===== src/rtl/led_scan_timing_gen.sv =====
// LED panel scan/timing generator: drives panel CLK/LAT/OE, the row address,
// the PWM plane code for the pixel decoder and the AL422 read-reset strobe.
// Ports:
//   in_clk, in_rst       clock, asynchronous active-high reset
//   pix_strobe           one pixel column shifted this cycle
//   pwm_req, alrst_req   decoder requests: advance PWM plane / rewind AL422
//   brightness           global brightness, 0 = dark, shadowed per row
//   led_clk_out/_lat_out/_oe_out  panel pins after polarity selection
//   led_row              row address, upper unused bits held 0
//   pwm_code             plane code (bit-reversed when DITHER)
//   al422_nrst           AL422 read reset, active low
//   frame_start          one-cycle pulse when the PWM counter wraps
module led_scan_timing_gen #(
   parameter int unsigned PIXEL_COUNT    = 64,
   parameter int unsigned SCAN_ROWS      = 8,
   parameter int unsigned PWM_W          = 6,
   parameter int unsigned PRELOAD        = 1,
   parameter int unsigned PWM_CORR       = 0,
   parameter int unsigned OE_PREDELAY    = 2,
   parameter int unsigned OE_POSTDELAY   = 2,
   parameter int unsigned BRI_W          = 4,
   parameter int unsigned DITHER         = 1,
   parameter int unsigned OE_ACTIVE_LOW  = 1,
   parameter int unsigned CLK_ON_FALL    = 0,
   parameter int unsigned LAT_ACTIVE_LOW = 0
) (
   input  logic             in_clk,
   input  logic             in_rst,
   input  logic             pix_strobe,
   input  logic             pwm_req,
   input  logic             alrst_req,
   input  logic [BRI_W-1:0] brightness,
   output logic             led_clk_out,
   output logic             led_lat_out,
   output logic             led_oe_out,
   output logic [4:0]       led_row,
   output logic [PWM_W-1:0] pwm_code,
   output logic             al422_nrst,
   output logic             frame_start
);

   localparam int unsigned CW      = (PIXEL_COUNT > 1) ? $clog2(PIXEL_COUNT) : 1;
   localparam int unsigned RW      = $clog2(SCAN_ROWS);
   localparam int unsigned PW      = CW + BRI_W + 1;
   localparam int unsigned P0      = (PIXEL_COUNT - PRELOAD) % PIXEL_COUNT;
   localparam int unsigned P0_M1   = (P0 + PIXEL_COUNT - 1) % PIXEL_COUNT;
   localparam int unsigned PWM_PIX = (P0 + PWM_CORR) % PIXEL_COUNT;
   localparam int unsigned WIN     = PIXEL_COUNT - OE_PREDELAY - OE_POSTDELAY;
   localparam int unsigned MAXP    = (2 ** PWM_W) - 2;

   logic [CW-1:0]    r_pix_cnt;
   logic [RW-1:0]    r_row;
   logic [BRI_W-1:0] r_bri_sh;
   logic             r_oe;
   logic [PWM_W-1:0] r_pwm_cnt;
   logic             r_frame_start;
   logic             r_al422_nrst;

   logic             w_lat;
   logic             w_row_pre_last;
   logic [PW-1:0]    w_prod;
   logic [CW-1:0]    w_off_pix;
   logic             w_oe_set;
   logic             w_oe_clr;
   logic             w_pwm_adv;
   logic             w_pwm_wrap;
   logic             w_alrst;
   logic [PWM_W-1:0] w_pwm_rev;

   // Row strobes and qualifiers
   assign w_lat          = pix_strobe & (r_pix_cnt == CW'(PIXEL_COUNT - 1));
   assign w_row_pre_last = (r_row == RW'(SCAN_ROWS - 2));

   // OE window end: full-width product so no brightness step is lost
   assign w_prod    = PW'(WIN) * (PW'(r_bri_sh) + PW'(1));
   assign w_off_pix = CW'(PW'(OE_POSTDELAY) + (w_prod >> BRI_W));
   assign w_oe_set  = (r_pix_cnt == CW'(OE_POSTDELAY)) & (r_bri_sh != '0);
   assign w_oe_clr  = (r_pix_cnt == w_off_pix);

   assign w_pwm_adv  = pwm_req & (r_pix_cnt == CW'(PWM_PIX)) & w_row_pre_last;
   assign w_pwm_wrap = w_pwm_adv & (r_pwm_cnt == PWM_W'(MAXP));
   assign w_alrst    = alrst_req & (r_pix_cnt == CW'(P0_M1)) & w_row_pre_last;

   // Pixel counter, preloaded to absorb the decoder pipeline
   always_ff @(posedge in_clk or posedge in_rst) begin
      if (in_rst) begin
         r_pix_cnt <= CW'(P0);
      end else if (pix_strobe) begin
         r_pix_cnt <= (r_pix_cnt == CW'(PIXEL_COUNT - 1)) ? '0 : r_pix_cnt + CW'(1);
      end
   end

   // Row counter and brightness shadow, both advanced by LAT
   always_ff @(posedge in_clk or posedge in_rst) begin
      if (in_rst) begin
         r_row    <= RW'(SCAN_ROWS - 2);
         r_bri_sh <= '1;
      end else if (w_lat) begin
         r_row    <= (r_row == RW'(SCAN_ROWS - 1)) ? '0 : r_row + RW'(1);
         r_bri_sh <= brightness;
      end
   end

   // OE window; clear has priority, dark brightness forces it off
   always_ff @(posedge in_clk or posedge in_rst) begin
      if (in_rst) begin
         r_oe <= 1'b0;
      end else if (w_oe_clr || (r_bri_sh == '0)) begin
         r_oe <= 1'b0;
      end else if (w_oe_set) begin
         r_oe <= 1'b1;
      end
   end

   // PWM plane counter, skips the all-ones code
   always_ff @(posedge in_clk or posedge in_rst) begin
      if (in_rst) begin
         r_pwm_cnt     <= PWM_W'(MAXP);
         r_frame_start <= 1'b0;
         r_al422_nrst  <= 1'b1;
      end else begin
         if (w_pwm_adv) begin
            r_pwm_cnt <= w_pwm_wrap ? '0 : r_pwm_cnt + PWM_W'(1);
         end
         r_frame_start <= w_pwm_wrap;
         r_al422_nrst  <= ~w_alrst;
      end
   end

   // Bit reversal spreads the PWM planes in time
   always_comb begin
      w_pwm_rev = '0;
      for (int i = 0; i < int'(PWM_W); i++) begin
         w_pwm_rev[i] = r_pwm_cnt[PWM_W-1-i];
      end
   end

   assign pwm_code    = (DITHER != 0) ? w_pwm_rev : r_pwm_cnt;
   assign led_row     = 5'(r_row);
   assign frame_start = r_frame_start;
   assign al422_nrst  = r_al422_nrst;
   assign led_clk_out = (CLK_ON_FALL != 0)    ? ~pix_strobe : pix_strobe;
   assign led_lat_out = (LAT_ACTIVE_LOW != 0) ? ~w_lat      : w_lat;
   assign led_oe_out  = (OE_ACTIVE_LOW != 0)  ? ~r_oe       : r_oe;

endmodule


===== config.mk =====
export PLATFORM = sky130hd
export DESIGN_NAME = led_scan_timing_gen
export DESIGN_NICKNAME = d
export VERILOG_FILES = /design/src/rtl/led_scan_timing_gen.sv
export SDC_FILE = /design/constraint.sdc
export NUM_CORES = 1
export LEC_CHECK = 0
export CORE_MARGIN = 4
export CORE_UTILIZATION = 31
export DETAILED_ROUTE_END_ITERATION = 16
export GPL_TIMING_DRIVEN = 0
export PLACE_DENSITY = 0.54
export SKIP_CTS_REPAIR_TIMING = 1
export SYNTH_ARGS = -nofsm -noshare
export SYNTH_HDL_FRONTEND = slang
export SYNTH_SLANG_ARGS = --single-unit

===== constraint.sdc =====
create_clock -name in_clk -period 5.9 [get_ports in_clk]
set_clock_uncertainty 0.15 [all_clocks]
set_input_delay 0.885 -clock in_clk [delete_from_list [all_inputs] [get_ports in_clk]]
set_output_delay 0.885 -clock in_clk [all_outputs]
set_load 0.02 [all_outputs]

=== Word-level counts from Yosys, hierarchy flattened ===
Cells that the tools add are included.

* Equal/unequal tests: 7
* Add/sub/neg operators: 5
* Bitwise operators: 9
* Reductions and logical operators: 4
* Multiply operators: 1
* Multiplexer cells: 5

{| class="wikitable"
|+ Operators by type and width
! cell !! count
|-
| 6-bit == test, second input constant || 3
|-
| 6-bit by 1-bit adder with 6-bit output, second input constant || 2
|-
| 6-bit two-way mux || 2
|-
| 4-bit by 5-bit multiplier with 8-bit output, first input constant || 1
|-
| 1-bit bitwise AND || 7
|-
| 2-bit by 6-bit adder with 6-bit output, first input constant || 1
|-
| 3-bit == test, second input constant || 2
|-
| 6-bit by 2-bit == test with 1-bit output, second input constant || 1
|-
| 6-bit == test || 1
|-
| 4-bit by 1-bit adder with 5-bit output, second input constant || 1
|-
| 4-bit zero test || 1
|-
| 4-bit nonzero test || 1
|-
| 3-bit by 1-bit adder with 3-bit output, second input constant || 1
|-
| 3-bit two-way mux || 1
|-
| 1-bit two-way mux || 2
|-
| 1-bit NOT || 2
|-
| 2-bit nonzero test || 1
|-
| 1-bit logical OR || 1
|}

* Register bits: 22
* Output and inout port bits: 16
* Input port bits: 9
* Logic and storage cells: 38

=== Depth between registers and ports, before layout ===
* Word-level depth: 6
* Depth in mapped cells: 15
* Gate-level depth less buffers: 15

=== Worst setup path after synthesis ===
No wires, ideal clock.

* Path kind: reg-to-reg
* Start: register r_bri_sh[0]
* End: register r_oe
* Setup time: 119 ps
* Stages on the path, launching flop included: 16
* Arrival: 3789 ps
* Required time: 5631 ps
* Clock period less this slack: 4058 ps
* Slack: 1842 ps
* Buffers on the path: 0
* Cell sequence: dfstp_2 -> ha_1 -> xor2_1 -> xor2_1 -> xnor2_1 -> ha_1 -> xnor2_1 -> inv_1 -> fa_1 -> inv_1 -> ha_1 -> xnor2_1 -> or4_4 -> a211oi_2 -> a31oi_1 -> o21a_1

* Word-level cells in the longest chain between the ends: 6
* Elaborated cells on any way between the ends: 10
* Classes of those cells: 2 x add/sub; 1 x mul; 1 x eq/ne; 1 x mux; 1 x bitwise; 4 x reduce/logical

{| class="wikitable"
|+ RTL lines
! element !! line !! RTL
|-
| from (decl) || 53 || <nowiki>logic [BRI_W-1:0] r_bri_sh;</nowiki>
|-
| from (signal assigned) || 100 || <nowiki>r_bri_sh <= brightness;</nowiki>
|-
| 4-bit by 1-bit adder with 5-bit output || 75 || <nowiki>assign w_prod = PW'(WIN) * (PW'(r_bri_sh) + PW'(1));</nowiki>
|-
| 4-bit by 5-bit multiplier with 8-bit output || 75 ||
|-
| 2-bit by 6-bit adder with 6-bit output || 76 || <nowiki>assign w_off_pix = CW'(PW'(OE_POSTDELAY) + (w_prod >> BRI_W));</nowiki>
|-
| 6-bit == test || 78 || <nowiki>assign w_oe_clr = (r_pix_cnt == w_off_pix);</nowiki>
|-
| 1-bit logical OR || 108 || <nowiki>end else if (w_oe_clr || (r_bri_sh == '0)) begin</nowiki>
|-
| 1-bit two-way mux / 2-bit nonzero test (equally long branches) || - ||
|-
| to (signal assigned) || 107 || <nowiki>r_oe <= 1'b0;</nowiki>
|-
| to (signal assigned) || 109 || <nowiki>r_oe <= 1'b0;</nowiki>
|-
| to (signal assigned) || 111 || <nowiki>r_oe <= 1'b1;</nowiki>
|-
| to (decl) || 54 || <nowiki>logic r_oe;</nowiki>
|}

Several ways; a longest one is shown, not always the timed one.
A chain may end at the register's enable or synchronous reset.

=== Final worst setup path ===
Ends and elaborated chain as after synthesis.

==> results.yml <==
placement:
  hpwl_mm: 2.541
  placedCellCount: 271
  portBuffers: 21
  gp_congestion: 0.7203
floorplan:
  rows: 26
  start_util: 0.3238
  die_area_um2: 6604
  core_area_um2: 5140
  die_width_um: 81.27
  boundaryPins: 25
  chipHeight_um: 81.27
clocking:
  clock-root-buffer: "sky130_fd_sc_hd__clkbuf_8"
  cts.htree.levels: 1
  clk_pin_slew_worst_paths_ps: 90
  cts_inserted_buffers: 3
  maximum_number_of_buffers_from_clock_root_to_sink: 2
  worstSkewPairLatency_ps: 270
  clock_sink_count: 22
  cts_tree: "built"
route:
  detailed_route_wirelength_on_metal3_um: 77
  detailedRoute.firstIterationViolations: 41
  routed_wire_length_on_met2_mm: 1.498
  number_of_iterations_in_the_first_detailed_routing_pass: 4
  post_drt_wl_per_cell_um: 11.76
  vias_per_cell: 4.585
  antenna_left: 0
  vias: 1261
  top_routing_layer_in_use: "met4"
  wirelength_mm: 3.233
  m1WireLength_mm: 1.594
  drc: 0
cells_and_area:
  area_delta_synth_final_pct: 22.41
  layout-drive-gt1-share: 0.1512
  final_core_util: 0.3963
  layout_common_cells: "sky130_fd_sc_hd__clkdlybuf4s50_1, sky130_fd_sc_hd__ha_1, sky130_fd_sc_hd__dfstp_2"
  layout.cells.most_common: "sky130_fd_sc_hd__clkdlybuf4s50_1"
  nFillCells: 545
  layout.cells.non_filler: 275
  nets: 237
  diodes: 0
critical_path:
  cp-end-kind: "flop"
  crit-reg2reg-launch: "r_bri_sh[0]"
  setup.worst_path.start: "r_bri_sh[0]"
  worst_ep_arrival_time_ps: 4380
  timing.rr.end: "r_oe"
  worst-endpoint-required_ps: 5900
  worstSetupStartpointType: "flop"
  worst-path-max-fanout: 5
  timing.reg2reg.setup_slack_ps: 1520
  reg2reg_depth: 15
  path_class: "reg -> reg"
synth:
  synth_area_per_cell_um2: 9.297
  synthMuxAreaShare: 0.01353
  synth-warning-count: 0
  synthAdderAreaFrac: 0.1744
  synthesis.area_um2: 1664
  synth_simple_gate_area_frac: 0.1617
  synth.ff_latch_count: 22
  main_combinational_cell_family_by_area_after_synthesis: "adder cells"
  synth_compound_area_frac: 0.1218
  yosys.area_share.xor_xnor: 0.1226
  synth-seq-area-share: 0.3444
  cell_count_after_synthesis: 179
  yosysUniqueCellTypes: 35
timing:
  timing.max_slew.rel_slack: 0.4531
  transition_at_the_pin_with_the_smallest_max_transition_slack_ps: 819.4
  fin_crit_sh: 0.7418
  worst_hold_slack_ps: 355.5
  fin_crit_ps: 4376
  unrepaired_setup_endpoints_after_global_routing: "false"
  tns_ps: 0
  max_freq_mhz: 228.5
  timing.final.hold_violations: 0
  finalMaxSlewViolations: 0
  setup_viol: 0
job:
  maxCapViolCount: 0
grt:
  grt_first_pass_wirelength_mm: 5.664
  grt_pass1_vias: 1230
  grt_overflow_total: 0
  grt_max_degree: 23
  antenna_found_initial: 0
  grt_usage: 0.1084
hold_path:
  timing.hold.worst_endpoint: "r_pwm_cnt[1]"
  hp-class: "reg -> reg"
  worst_hold_startpoint: "r_pwm_cnt[1]"
  hold_depth: 2
run_status:
  outcome: "finished clean"
[layer usage]
| metal | vias up | global-route usage |
|---|---|---|
| met5 | - | 0 |
| met4 | 0 | 0.03547 |
| met3 | 7 | 0.01996 |
| li1 | 660 | - |
| met1 | 578 | 0.1431 |
| met2 | 16 | 0.1775 |
[per-stage QoR]
step,setup slack (ps),area (um2)
final,1524,2037
after detailed placement,1488,1966
after CTS,1480,2037
after global routing,1267,2037
after floorplan,1842,1668
after global placement,1525,1966
[worst max-delay path by stage]
| stage | end | cells past startpoint | slack [ps] |
|---|---|---|---|
| floorplan | r_oe | 15 | 1840 |
| global placement | r_oe | 15 | 1520 |
| detailed placement | r_oe | 15 | 1490 |
| CTS | r_oe | 15 | 1480 |
| global route | r_oe | 15 | 1270 |
| finish | r_oe | 15 | 1520 |
[state kept, by name (all words and copies together), names as in the netlist]
name / count
al422_nrst: 1
r_row: 3
r_pix_cnt: 6
r_bri_sh: 4
r_pwm_cnt: 6
frame_start: 1
r_oe: 1
[cell usage after synthesis]
cell type	n	area (um2)
sky130_fd_sc_hd__a211oi_2	1	12.51
sky130_fd_sc_hd__a21o_1	3	22.52
sky130_fd_sc_hd__a21oi_1	8	40.04
sky130_fd_sc_hd__a31oi_1	1	6.260
sky130_fd_sc_hd__and2_1	1	6.260
sky130_fd_sc_hd__and3_1	3	18.77
sky130_fd_sc_hd__buf_4	3	22.52
sky130_fd_sc_hd__clkbuf_1	5	18.77
sky130_fd_sc_hd__clkbuf_2	1	5.000
sky130_fd_sc_hd__conb_1	1	3.750
sky130_fd_sc_hd__dfrtp_1	4	100.1
sky130_fd_sc_hd__dfstp_2	18	473.0
sky130_fd_sc_hd__fa_1	2	40.04
sky130_fd_sc_hd__ha_1	20	250.2
sky130_fd_sc_hd__inv_1	14	52.55
sky130_fd_sc_hd__mux2_2	2	22.52
sky130_fd_sc_hd__nand2_1	12	45.04
sky130_fd_sc_hd__nand2b_1	2	12.51
sky130_fd_sc_hd__nand3_1	10	50.05
sky130_fd_sc_hd__nand4_1	5	31.28
sky130_fd_sc_hd__nor2_1	14	52.55
sky130_fd_sc_hd__nor2b_1	1	6.260
sky130_fd_sc_hd__nor3_1	3	15.01
sky130_fd_sc_hd__nor3b_1	1	7.510
sky130_fd_sc_hd__nor4_1	1	6.260
sky130_fd_sc_hd__o21a_1	2	15.01
sky130_fd_sc_hd__o21ai_0	15	75.07
sky130_fd_sc_hd__o31ai_1	3	22.52
sky130_fd_sc_hd__o41ai_1	1	8.760
sky130_fd_sc_hd__or2_2	1	6.260
sky130_fd_sc_hd__or4_4	1	11.26
sky130_fd_sc_hd__xnor2_1	14	122.6
sky130_fd_sc_hd__xnor3_1	1	22.52
sky130_fd_sc_hd__xor2_1	4	35.03
sky130_fd_sc_hd__xor3_1	1	23.77
[final cells by class]
| class | instances | area, um2 | share of cell area |
|---|---|---|---|
| Multi-Input combinational cell | 135 | 996.0 | 0.4889 |
| Sequential cell | 22 | 573.1 | 0.2813 |
| Timing Repair Buffer | 21 | 210.2 | 0.1032 |
| Tap cell | 70 | 87.58 | 0.04300 |
| Inverter | 14 | 52.55 | 0.02580 |
| Buffer | 9 | 46.29 | 0.02273 |
| Clock buffer | 3 | 41.29 | 0.02027 |
| Clock inverter | 1 | 30.03 | 0.01474 |
[cells by family after synthesis]
kind of cell | count (synthesis)
simple gates | 55
compound gates | 34
buf+inv | 23
fa+ha+maj | 22
flops | 22
xor+xnor | 20
mux | 2
other cells | 1
[worst max-delay path, stage by stage, from the launching register on]
cell and delay, ps:
sky130_fd_sc_hd__dfstp_2 580, sky130_fd_sc_hd__ha_1 190, sky130_fd_sc_hd__xor2_1 320, sky130_fd_sc_hd__xor2_1 250, sky130_fd_sc_hd__xnor2_1 100, sky130_fd_sc_hd__ha_1 350
sky130_fd_sc_hd__xnor2_1 240, sky130_fd_sc_hd__inv_1 90, sky130_fd_sc_hd__fa_1 600, sky130_fd_sc_hd__inv_1 70, sky130_fd_sc_hd__ha_1 220, sky130_fd_sc_hd__xnor2_1 160
sky130_fd_sc_hd__or4_4 490, sky130_fd_sc_hd__a211oi_2 190, sky130_fd_sc_hd__a31oi_1 70, sky130_fd_sc_hd__o21a_1 200
Power is left out: the tool's default activity adds up to more than one toggle a clock period on the data nets, which glitch-free logic cannot reach.
